`config.mk`:
```
export PLATFORM = sky130hd
export DESIGN_NAME = rep_mem_write_sched
export DESIGN_NICKNAME = d
export VERILOG_FILES = /design/src/rtl/rep_mem_write_sched.sv
export SDC_FILE = /design/constraint.sdc
export NUM_CORES = 1
export LEC_CHECK = 0
export CELL_PAD_IN_SITES_DETAIL_PLACEMENT = 0
export CELL_PAD_IN_SITES_GLOBAL_PLACEMENT = 1
export CORE_ASPECT_RATIO = 1.4
export CORE_MARGIN = 3
export CORE_UTILIZATION = 27
export DETAILED_ROUTE_END_ITERATION = 10
export HOLD_SLACK_MARGIN = 0.08
export PLACE_DENSITY = 0.81
export SYNTH_ARGS = -nofsm -noshare
export SYNTH_HDL_FRONTEND = slang
export SYNTH_SLANG_ARGS = --single-unit
```
`constraint.sdc`:
```
create_clock -name clk -period 2.7 [get_ports clk]
set_input_delay 0.54 -clock clk [delete_from_list [all_inputs] [get_ports clk]]
set_output_delay 0.54 -clock clk [all_outputs]
set_load 0.1 [all_outputs]
```
`src/rtl/rep_mem_write_sched.sv`:
```
// Write-port scheduler for the replicated-read memory: round-robin sharing of the
// single write port among NREQ requesters, plus a full-memory zero sweep after reset/clear.
module rep_mem_write_sched #(
  parameter int BLOCKSIZE = 10,
  parameter int NREQ      = 4,
  parameter int DW        = 32
) (
  input  logic                          clk,
  input  logic                          rst,
  input  logic                          clr,
  input  logic [NREQ-1:0]               req,
  input  logic [NREQ*(BLOCKSIZE+1)-1:0] req_addr,
  input  logic [NREQ*DW-1:0]            req_din,
  output logic [NREQ-1:0]               gnt,
  output logic                          busy,
  output logic [BLOCKSIZE:0]            w1_addr,
  output logic [DW-1:0]                 w1_din,
  output logic                          en_w1
);

  localparam int AW = BLOCKSIZE + 1;
  localparam int PW = (NREQ > 1) ? $clog2(NREQ) : 1;

  typedef enum logic {INIT, RUN} state_t;

  state_t         state;
  logic [AW-1:0]  cnt;
  logic [PW-1:0]  ptr;
  logic           found;
  logic [PW-1:0]  winner;
  logic [PW-1:0]  idx;
  logic [PW-1:0]  ptr_next;
  int             pos;
  int             nxt;

  // Search starts at ptr and wraps, so the last winner has lowest priority next time.
  always_comb begin
    found    = 1'b0;
    winner   = '0;
    idx      = '0;
    pos      = 0;
    nxt      = 0;
    ptr_next = '0;
    for (int k = 0; k < NREQ; k++) begin
      pos = int'(ptr) + k;
      if (pos >= NREQ) pos = pos - NREQ;
      idx = PW'(pos);
      if (!found && req[idx]) begin
        found  = 1'b1;
        winner = idx;
      end
    end
    nxt = int'(winner) + 1;
    if (nxt >= NREQ) ptr_next = '0;
    else             ptr_next = PW'(nxt);
  end

  always_comb begin
    gnt = '0;
    if (state == RUN && !clr && found) gnt[winner] = 1'b1;
  end

  always_ff @(posedge clk) begin
    if (rst) begin
      state   <= INIT;
      cnt     <= '0;
      ptr     <= '0;
      w1_addr <= '0;
      w1_din  <= '0;
      en_w1   <= 1'b0;
      busy    <= 1'b1;
    end else begin
      case (state)
        INIT: begin
          w1_addr <= cnt;
          w1_din  <= '0;
          en_w1   <= 1'b1;
          cnt     <= cnt + 1'b1;
          // The last address is all ones, so cnt wraps back to zero by itself.
          if (cnt == '1) begin
            state <= RUN;
            busy  <= 1'b0;
          end
        end
        RUN: begin
          if (clr) begin
            state <= INIT;
            busy  <= 1'b1;
            en_w1 <= 1'b0;
            cnt   <= '0;
          end else if (found) begin
            w1_addr <= req_addr[int'(winner)*AW +: AW];
            w1_din  <= req_din[int'(winner)*DW +: DW];
            en_w1   <= 1'b1;
            ptr     <= ptr_next;
          end else begin
            en_w1 <= 1'b0;
          end
        end
      endcase
    end
  end

endmodule

```
==> summary by stage, run 1 <==
Run status
The flow ran to the end, and the final reports show no timing, DRC or antenna violations.

STA
The final number of hold-violating endpoints is 0. Setup violations remaining at the end of the flow were counted as 0. The final count of pins violating max slew is 0.

Timing would allow up to 0.372 GHz. After layout, the worst path uses 99.6% of the clock period. Between clock sinks in the finished design, the worst skew comes to 0.00544 ns.

The worst slew margin relative to its limit is 60.6%. The shortest clock period the worst path allows after layout is 2.69 ns. For the pin with the worst max-slew slack, the measured transition is 0.592 ns. The tightest hold margin is 0.456 ns.

Cells and area
The filler cell count in the final layout is 1357. The most common cell after layout, fill and taps aside is clkdlybuf4s50_1. In the layout the commonest cells are clkdlybuf4s50_1, and3_1, a211oi_1, buf_4, dfxtp_1.

From synthesis to final layout, the design area changed by 69.6%. The fraction of final layout cells sized beyond drive strength 1 is 21.3%. The number of nets in the layout is 847.

The number of cells in the finished layout apart from fillers is 854.

Synthesis
Sequential cells were found to cover 30.2% of the synthesized design area. The synthesized design contains 0 enable-type register cells. Counting flops and latches in the post-synthesis netlist gives 59. The share of flip-flops with an asynchronous set or reset after synthesis is 0%. Yosys mapped the design onto 44 distinct sky130hd cell types. The number of nets in the synthesized netlist is 641. The top flip-flop cell by instance count after synthesis is dfxtp_1.

The instance count of the mapped netlist is 457. The number of warning messages in the yosys log is 0. After synthesis, the mean cell area works out to 8.56 µm². The post-synthesis instance area is 3910 µm².

Route
The wire length after detailed routing is 17000 µm. The count of nets left with antenna violations once routing finished came out at 0. The routed wire length per instance is 19.9 µm. The total iterations of the first detailed-routing run is 4.

The post-detailed-route DRC marker count is 0. Across all layers, the routed design uses 4534 vias. In the routed layout, each cell is associated on average with a via count of 5.31. The number of DRC markers in iteration 0 is 219.

Critical path
STA puts the critical path data arrival time at 2.15 ns. Counting stages on the worst path, the most repeated cell is and2_4. The highest net fanout along the worst path is 4. In this run the critical register-to-register path is launched from ptr[1].

The required arrival time at the worst endpoint is 2.16 ns. The start-to-end type of the worst setup path is in2out. The slowest stage cell on the critical path is clkdlybuf4s50_1. The reg-to-reg critical path endpoint is w1_addr[8]. The depth of the most critical reg-to-reg path is 7. The delay of the slowest cell on the worst path is 0.43 ns. The most critical setup path has its startpoint at req[3]. In this run the register-to-register setup slack is 0.63 ns. STA classifies the critical path startpoint as an input port. The worst setup path is captured at a primary output. The number of buffer and inverter instances along the worst setup path is 4. Walking the worst path, the cells encountered are clkdlybuf4s50_1 -> buf_4 -> a211o_4 -> and2_4 -> clkinv_2 -> ha_1 -> and2_4 -> buf_12. The category of cells accounting for the largest share of critical-path delay is buffers and inverters.

In this run the number of cells on the critical path is 8. The critical path ends at gnt[0].

Clock tree
TritonCTS built the clock tree. Clock tree synthesis inserted a total of 9 buffers. For the worst-skew pair, the clock arrives at the later sink with an insertion delay of 0.33 ns. The number of hold buffers added after CTS was 0. In this run the number of H-tree levels came out at 3. The tree built by TritonCTS fans out to 59 sinks. CTS placed an instance of clkbuf_16 at the clock tree root. The number of buffers on the longest clock path is 2.

Clock-pin slew was measured on the worst setup and hold paths at 0.05 ns.

Floorplan
The height of the die is 148 µm. During I/O placement, the number of pins put on the boundary was 228. The starting density of the core is 27.9%.

The horizontal die dimension is 108 µm. The initialized floorplan defines 51 standard-cell rows. The die covers 16000 µm². In this run the standard cell core region covers 14000 µm².

Global routing
The initial antenna violation count was 1. Entering global routing, the biggest net connects 87 pins. The total track usage is 20.4%.

The remaining global-route overflow is 0. The number of global-route vias before repair was 4578. The first global-routing pass estimated 25400 µm of wire.

Power
For this design the static power due to leakage is 2.72 nW. The highest ir drop seen on vdd is 0.000235 V. The areal power density over the cells is 410 nW/µm².

Flow run
Max-cap violations in this run came to 0.

Place
After detailed placement, the design holds a cell count of 836. The HPWL after detailed placement is 12400 µm. The last weighted congestion value of the routability-driven placer is 0.906.

The total of buffers placed on input and output ports is 227.

Hold path
The type of the most critical hold path is reg2reg.
cell usage after synthesis (all sizes together) (4+ instances only):
cell	instances	area, µm²
and3	86	538
nor2b	6	37.5
o32ai	10	87.6
nand2	41	154
or3	4	25.0
ha	5	62.6
a211oi	84	681
nand4	4	25.0
nand3	4	20.0
a22oi	10	75.1
clkbuf	25	95.1
dfxtp	59	1180
a21oi	9	45.0
nor2	15	56.3
o31ai	33	393
buf	26	160
and2	6	40.0
sequential cells by signal, indices dropped and copies added (netlist names):
name     count
ptr          2
w1_addr     11
busy         1
en_w1        1
cnt         11
state        1
w1_din      32
worst min-delay path, delay by kind of cell, from the launching register on:
kind | cells | cell delay [ns]
DFF | 1 | 0.32
AOI/OAI and AO/OA | 1 | 0.05
and+or+nand+nor | 1 | 0.05
per-stage QoR:
| stage | util [%] | total power, mW | TNS [ns] | instance area, µm² | setup WS (ns) |
|---|---|---|---|---|---|
| floorplan | - | 1.15 | 0 | 3920 | 0.0508 |
| global placement | 44.7 | 1.47 | -0.0895 | 6280 | -0.0485 |
| detailed placement | 44.7 | 1.48 | -0.472 | 6280 | -0.123 |
| CTS | 47.1 | 2.75 | 0 | 6610 | 0.00970 |
| global route | 47.2 | 2.83 | -0.0113 | 6630 | -0.00728 |
| finish | 47.3 | 2.72 | 0 | 6630 | 0.0116 |
kinds of logic after synthesis:
family	after synthesis	share of synthesized area, %
xor+xnor	1	0.224
mux	4	1.12
compound gates	161	35.9
fa+ha+maj	5	1.60
flops	59	30.2
buf+inv	55	6.97
simple gates	172	24.0
final cells by class:
cell class                      instances  area (µm²)  area share (%)
Multi-Input combinational cell        343        2500            37.6
Timing Repair Buffer                  246        2380            35.8
Sequential cell                        59        1180            17.8
Clock buffer                           11         253            3.81
Tap cell                              185         231            3.49
Clock inverter                          5        75.1            1.13
Inverter                                4        18.8           0.283
Antenna cell                            1        2.50          0.0377
worst min-delay path by stage:
stage,startpoint,end,slack (ns),cells past startpoint
final,w1_din[0],w1_din[0],0.46,2
after CTS,w1_din[6],w1_din[6],0.46,2
after global routing,w1_din[26],w1_din[26],0.48,2
after detailed placement,w1_din[6],w1_din[6],0.45,2
after global placement,w1_din[1],w1_din[1],0.44,2
after floorplan,ptr[0],ptr[0],0.49,2
power by group:
group	internal [mW]	leakage [nW]	switching [mW]
sequential	0.879	0.476	0.00622
clock	0.852	0.165	0.404
combinational	0.330	2.08	0.246
per-layer routing:
layer	global-route usage [%]	part of all wire, %	vias to the layer above
li1	-	-	2179
met1	22.6	38	2167
met2	37.2	53	149
met3	3.52	5.2	39
met4	9.92	3.9	0
met5	0	0	-
what timing repair did:
action | in CTS | in global routing
cloned | 0 | 0
resized for setup | 5 | 4
pin swaps | 3 | 1
setup endpoints to repair | 4 | 4
setup buffers | 0 | 1
Note: power is estimated with default switching activity, not from simulation.
==> run 2, diff against run 1 <==
RECOVER_POWER = 50   (was default)
==> run 2 against run 1 <==
Net effect: register-to-register slack about the same; sequential share of layout area increased by 0.48 points; global-route usage unchanged; cell count unchanged; flip-flop and latch count unchanged; die area unchanged; largest cell class unchanged; largest power group unchanged.
==> summary by stage, run 2 (synthesis results as in run 1) <==
Run status
The flow ran to the end, and the final reports show no timing, DRC or antenna violations.

Global routing
The global routing met3 resource utilization is 3.52%. The first global-routing pass estimated 25400 µm of wire. The number of global-route vias before repair is 4578. The remaining global-route overflow is 0. The initial antenna violation count is 1. The total track usage is 20.4%. The layer carrying the most global-route usage is met2. The met1 capacity usage during global routing is 22.6%. For met2 alone, demand over resource in global routing was 37.2%.

Entering global routing, the biggest net connects 87 pins.

Clock tree
The clock transition time at the flip-flop clock pins of the worst setup and hold paths is 0.05 ns. The H-tree was split into 3 levels. For this design, the CTS-stage hold fixing added 0 buffers.

At the later pin of the worst-skew pair, clock insertion delay measures 0.33 ns. The number of buffers on the longest clock path is 2. The number of CTS-inserted buffers is 9. CTS saw 59 sinks. The root buffer cell is clkbuf_16. TritonCTS built the clock tree.

Place
Buffers placed on the I/O ports in this run total 227. After detailed placement, the design holds a cell count of 836. The HPWL after detailed placement is 12400 µm. Routability-driven placement finished with a final weighted congestion of 0.906.

Cells and area
The number of cells in the finished layout apart from fillers is 854. The largest registers in the layout are w1_din (32), cnt (11), w1_addr (11). The library cells used most frequently in the layout, excluding fill and tap cells, are clkdlybuf4s50_1, and3_1, a211oi_1, dfxtp_1, clkbuf_1.

Compared with the post-synthesis result, the final layout area differs by 65.1%. Leaving out fill and tap cells, the most frequent cell in the layout is clkdlybuf4s50_1. The fraction of final layout cells sized beyond drive strength 1 is 14.4%. w1_din holds more flip-flops than any other register. The register with the most flip-flops in the layout has 32 of them. The number of nets in the layout is 847.

Route
The routed layout has 4547 vias. The count of nets left with antenna violations once routing finished came out at 0. The wire length after detailed routing is 17100 µm. After detailed routing, the average wire length per cell comes to 20.0 µm.

Dividing the detail-routed via count by the number of cells gives 5.32. Before antenna repair, the detailed router went through 5 iterations. The post-detailed-route DRC marker count is 0.

The detailed router finished its first iteration with 245 violations.

Floorplan
The height of the die is 148 µm. Measured along the x axis, the die boundary spans 108 µm. During I/O placement, the number of pins put on the boundary was 228.

The die covers 16000 µm². After floorplanning, the core was divided into 51 placement rows. The floorplan step defined a core boundary enclosing 14000 µm². The initial utilization of the core area, before any placement, comes to 27.9%.

STA
The worst slew margin relative to its limit is 17.5%. The ratio of final minimum period to clock period is 99.6%. The final count of pins violating max slew is 0. The worst path needs 2.69 ns of the cycle, external delays included. Setup violations remaining at the end of the flow were counted as 0. The final number of hold-violating endpoints is 0. At the pin with the least slew margin, the transition time is 1.24 ns.

The tightest hold margin is 0.457 ns. For the final routed database, the setup TNS stands at 0 ns. The upper clock frequency limit is 0.372 GHz. Across the routed clock network, the largest skew measured is 0.00594 ns.

Power
The design draws 2.72 mW. The areal power density over the cells is 421 nW/µm². The highest ir drop seen on vdd is 0.000236 V. The static leakage power is 2.53 nW.

Critical path
The required arrival time at the worst endpoint is 2.16 ns. The worst setup path is launched from an input port. The arrival time reported for the critical path endpoint is 2.15 ns. In this run the worst path has a maximum fanout of 4. The start-to-end type of the worst setup path is in2out. The capturing element type of the critical path is a primary output.

Flow run
The tool flagged a number of max-cap violations equal to 0.

Hold path
The tightest min-delay check is of the reg2reg type.
## run 2: changes by cell type in the layout (fill, tap and decap cells not counted), sizes merged
cell / delta
dlygate4sd3: +1
clkdlybuf4s50: -1
clkbuf: +46
buf: -46
## run 2: area by class of cell
type                    instances  area, µm²
multi-input cells             343       2500
diodes                          1       2.50
fillers                      1398       7580
flip-flops and latches         59       1180
clock inverters                 5       75.1
well taps                     185        231
clock buffers                  11        253
inverters                       4       18.8
repair buffers                246       2200
## run 2: worst max-delay path: stages
cell and delay, ns:
clkdlybuf4s50_1 0.43, buf_4 0.17, a211o_4 0.28, and2_4 0.17, clkinv_2 0.07, ha_1 0.16
and2_4 0.16, buf_12 0.17
## run 2: power breakdown
part | internal (mW) | leakage [nW] | switching (mW)
combinational | 0.326 | 1.89 | 0.247
sequential | 0.879 | 0.476 | 0.00618
clock | 0.852 | 0.165 | 0.408
## run 2: worst paths after layout
check | slack, ns | to | cells past startpoint | start
worst max-delay path | 0.01 | gnt[0] | 8 | req[3]
worst min-delay path | 0.46 | w1_din[0] | 2 | w1_din[0]
worst max register to register | 0.62 | w1_addr[8] | 7 | ptr[1]
worst min register to register | 0.46 | w1_din[0] | 2 | w1_din[0]
## run 2: stage by stage
stage	utilization [%]	worst slack, ns	area, µm²
floorplan	-	0.0508	3920
global placement	44.7	-0.0485	6280
detailed placement	44.7	-0.123	6280
CTS	47.1	0.00970	6610
global route	46.0	-0.00728	6460
finish	46.0	0.0114	6460
## run 2: metal layers
layer | vias up | wire length, µm
li1 | 2178 | -
met1 | 2171 | 6420
met2 | 164 | 9140
met3 | 34 | 950
met4 | 0 | 561
met5 | - | 0
## run 2: repair_timing
item,4_1_cts,5_1_grt
gates resized for setup,5,4
endpoints found under the setup margin,4,4
pin swaps,3,1
setup buffers,0,1
==> run 3, diff against run 2 <==
ABC_AREA = 1   (was default)
CORE_UTILIZATION = 25   (was 27)
PLACE_DENSITY = 0.8   (was 0.81)
SLEW_MARGIN = 0   (was default)
==> run 3 against run 2 <==
Net effect: the run now ends with setup timing left; first-iteration DRC count down 16%; setup slack worse by 0.062 ns; fmax down 2.3%; sequential power about the same; clock-buffer cell count up 3; utilization down 3.3 points; critical endpoint is now gnt[2]; largest power group unchanged.
==> summary by stage, run 3 <==
Power
The total design power is 2.71 mW. Across the VDD grid, the largest voltage drop is 0.000221 V. Dividing total power by cell area gives a power density of 376 nW/µm². The relative contribution of combinational cells to total power is 26.0%. The static leakage power is 3.47 nW. For this design the total switching power over the nets is 0.725 mW. In this run, flip-flops and latches consume 32.5% of the power. Cell internal power was estimated by the tool at 1.99 mW. In this run switching power makes up 26.7% of total power. The proportion of power drawn by the clock network is 41.4%.

Place
After detailed placement, the design holds a cell count of 1245. At the placement stage, the worst setup path has a slack of -0.151 ns. The congestion estimate from routability-driven global placement came to 0.825. The total of buffers placed on input and output ports is 227.

The wire-length estimate of the detail-placed layout is 13100 µm.

Critical path
Data on the critical path is required at its endpoint by 2.16 ns. The number of buffer and inverter instances along the worst setup path is 4. The delay of the slowest cell on the worst path is 0.36 ns. The sort of element at the start of the critical path is a register. The arrival time reported for the critical path endpoint is 2.21 ns.

The slowest stage cell on the critical path is dfxtp_4. In this run the number of cells on the critical path is 12. The highest net fanout along the worst path is 5. The worst setup path is captured at a primary output. By startpoint and endpoint, the worst setup path is classified as reg2out. Among cell families on the critical path, the largest total delay comes from simple AND/OR/NAND/NOR gates. The signal on the critical path passes through buf_6 -> nand2_2 -> nand2_4 -> o21ai_0 -> nand3_2 -> nand3_2 -> nand2_4 -> inv_4 -> ha_2 -> inv_2 -> nor2_4 -> buf_12.

The depth of the most critical reg-to-reg path is 14.

Cells and area
Of the cells placed in the final design, the portion with a size suffix greater than 1 is 10.1%. The count of inserted antenna diode cells is 0. The largest registers in the layout are w1_din (32), cnt (11), w1_addr (11).

The filler cell count in the final layout is 1898. In the layout the commonest cells are nand2_1, clkdlybuf4s50_1, inv_1, dfxtp_1, a21oi_1. The final layout contains 1221 nets. The register with the most flip-flops in the layout has 32 of them.

The register with the most flip-flops is w1_din. Compared with the post-synthesis result, the final layout area differs by 66.0%. The library cell used most frequently in the layout, excluding fill and tap cells, is nand2_1. Once layout is complete, the cells apart from fillers number 1274.

Synthesis
For this run, asynchronously set or reset flops after synthesis account for 0%. The number of nets produced by synthesis is 989. Counting every instance in the synthesized netlist gives 805.

Ranked by instance count, the synthesized netlist is headed by nand2_1, inv_1, dfxtp_1. Of the post-synthesis cell area, the dominant cell type holds 36.9%. The largest area contributor in the synthesized netlist is nand2_1. Averaged over all synthesized cells, the footprint is 5.40 µm². The top flip-flop cell by instance count after synthesis is dfxtp_1.

The most repeated cell in the gate-level netlist after synthesis is nand2_1. The number of enable-type register cells in the synthesized netlist is 0. After synthesis, the netlist uses 28 different library cells.

The sequential element share of the synthesized area is 27.2%. The number of warning messages in the yosys log is 0. The post-synthesis instance area is 4350 µm².

Ranked by total cell area, the synthesized netlist is headed by nand2_1, dfxtp_1, inv_1. Counting flops and latches in the post-synthesis netlist gives 59.

Route
In the routed layout, each cell is associated on average with a via count of 4.28. In the final routed layout, each cell accounts on average for 13.7 µm. The total vias in the final route is 5457. Once detail routing completed, the nets flagged for antenna violations numbered 0.

The post-detailed-route DRC marker count is 0. The first detailed-routing pass took 4 iterations. The routed design has 17400 µm of wire.

After the first detailed-routing iteration, the DRC count stood at 206.

STA
Subtracting the final worst setup slack from the clock period gives 2.75 ns. The worst setup margin is -0.0509 ns. The worst slew margin relative to its limit is 16.2%.

For this run, the top clock speed supported by timing is 0.364 GHz. For the final database, setup skew stands at 0.00429 ns. The ratio of final minimum period to clock period is 102%.

At the pin with the least slew margin, the transition time is 1.26 ns. The final count of pins violating max slew is 0. The final number of hold-violating endpoints is 0. Setup violations remaining at the end of the flow were counted as 1.

Setup repair after global routing could not meet its margin everywhere.

Clock tree
The number of clock sinks seen by CTS is 59. After clock tree synthesis, the flow added hold-fix buffers numbering 0. The number of buffers on the longest clock path is 2. The cell sitting at the root of the clock tree is a clkbuf_16. The insertion delay of the later-clocked pin in the worst-skew pair is 0.32 ns. The number of CTS-inserted buffers is 9.

The TritonCTS clock tree is yes. The H-tree was split into 3 levels. After clock tree synthesis, the clock-pin slew on the worst setup and hold paths is 0.05 ns.

Global routing
The number of global-route vias before repair was 5301. The pin count of the biggest net entering global routing is 52. The initial antenna violation count is 0. The wire length of the first global-routing pass is 27400 µm. The total track usage is 17.9%. Summed over all layers, the global routing overflow is 0.

Run status
The run finished, with violations left. The final reports fail on setup timing.

Floorplan
In this run the standard cell core region covers 16900 µm². The height of the die is 162 µm. For this configuration, the core starts out at a cell density of 25.7%. The die is 117 µm wide. The I/O pin total is 228. The die covers 19000 µm². The floorplan has 56 rows.

Hold path
The type of the most critical hold path is reg2reg. The number of instances on the worst hold path is 2.

Flow run
The tool flagged a number of max-cap violations equal to 0.
## run 3: final cells by class
cell class	count	area [µm²]	area share (%)
sequential	59	1190	16.5
clock buffer	14	254	3.52
clock inverter	2	35.0	0.485
inverter	115	442	6.12
tap	232	290	4.02
multi-input combinational	589	2680	37.1
timing repair buffer	263	2330	32.3
## run 3: tightest hold or removal path, cell delays in order, from the launching register on
cell and delay (ns):
dfxtp_1 0.31, nand2_1 0.06, nand2_1 0.04
## run 3: final timing paths
path          start          to  slack (ns)
max          ptr[0]      gnt[2]       -0.05
min            busy        busy        0.46
max reg2reg  ptr[0]  w1_addr[0]        0.34
min reg2reg    busy        busy        0.46
## run 3: stage by stage
| stage | util, % | instance area, µm² | hold WS, ns | setup TNS, ns |
|---|---|---|---|---|
| floorplan | - | 4410 | 0.457 | 0 |
| global placement | 40.7 | 6870 | 0.452 | -0.737 |
| detailed placement | 40.7 | 6870 | 0.454 | -1.89 |
| CTS | 43.0 | 7270 | 0.462 | 0 |
| global route | 42.8 | 7220 | 0.481 | -0.227 |
| finish | 42.8 | 7220 | 0.460 | -0.0509 |
## run 3: logic make-up (layout without fill, tap and decap cells)
family / Yosys count / after routing / share of synthesized area, %
DFF: 59 / 59 / 27.2
adders and majority gates: 5 / 5 / 1.44
buffers and inverters: 157 / 394 / 15.2
and+or+nand+nor: 510 / 510 / 46.7
AOI/OAI and AO/OA: 74 / 74 / 9.47
## run 3: repair_timing
| item | in CTS | in global routing |
|---|---|---|
| gates resized for setup | 25 | 27 |
| endpoints found under the hold margin | 0 | 0 |
| pin swaps | 10 | 14 |
| buffers inserted | 9 | 3 |
| setup endpoints to repair | 4 | 4 |
| gates cloned | 0 | 1 |
## run 3: routing by layer
metal  track usage (%)  part of all wire, %  routed length, µm
met1              19.7                   40               6930
met2              34.8                   54               9490
met3              3.34                  4.7                827
met4              4.85                  1.1                197
met5                 0                    0                  0
## run 3: power by group through the flow
stage               sequential, mW  clock [mW]  combinational (mW)
floorplan                    0.925           0               0.325
finish                       0.883        1.12               0.707
detailed placement           0.903           0               0.695
global placement             0.903           0               0.697
CTS                          0.885        1.15               0.713
global route                 0.883        1.19               0.793
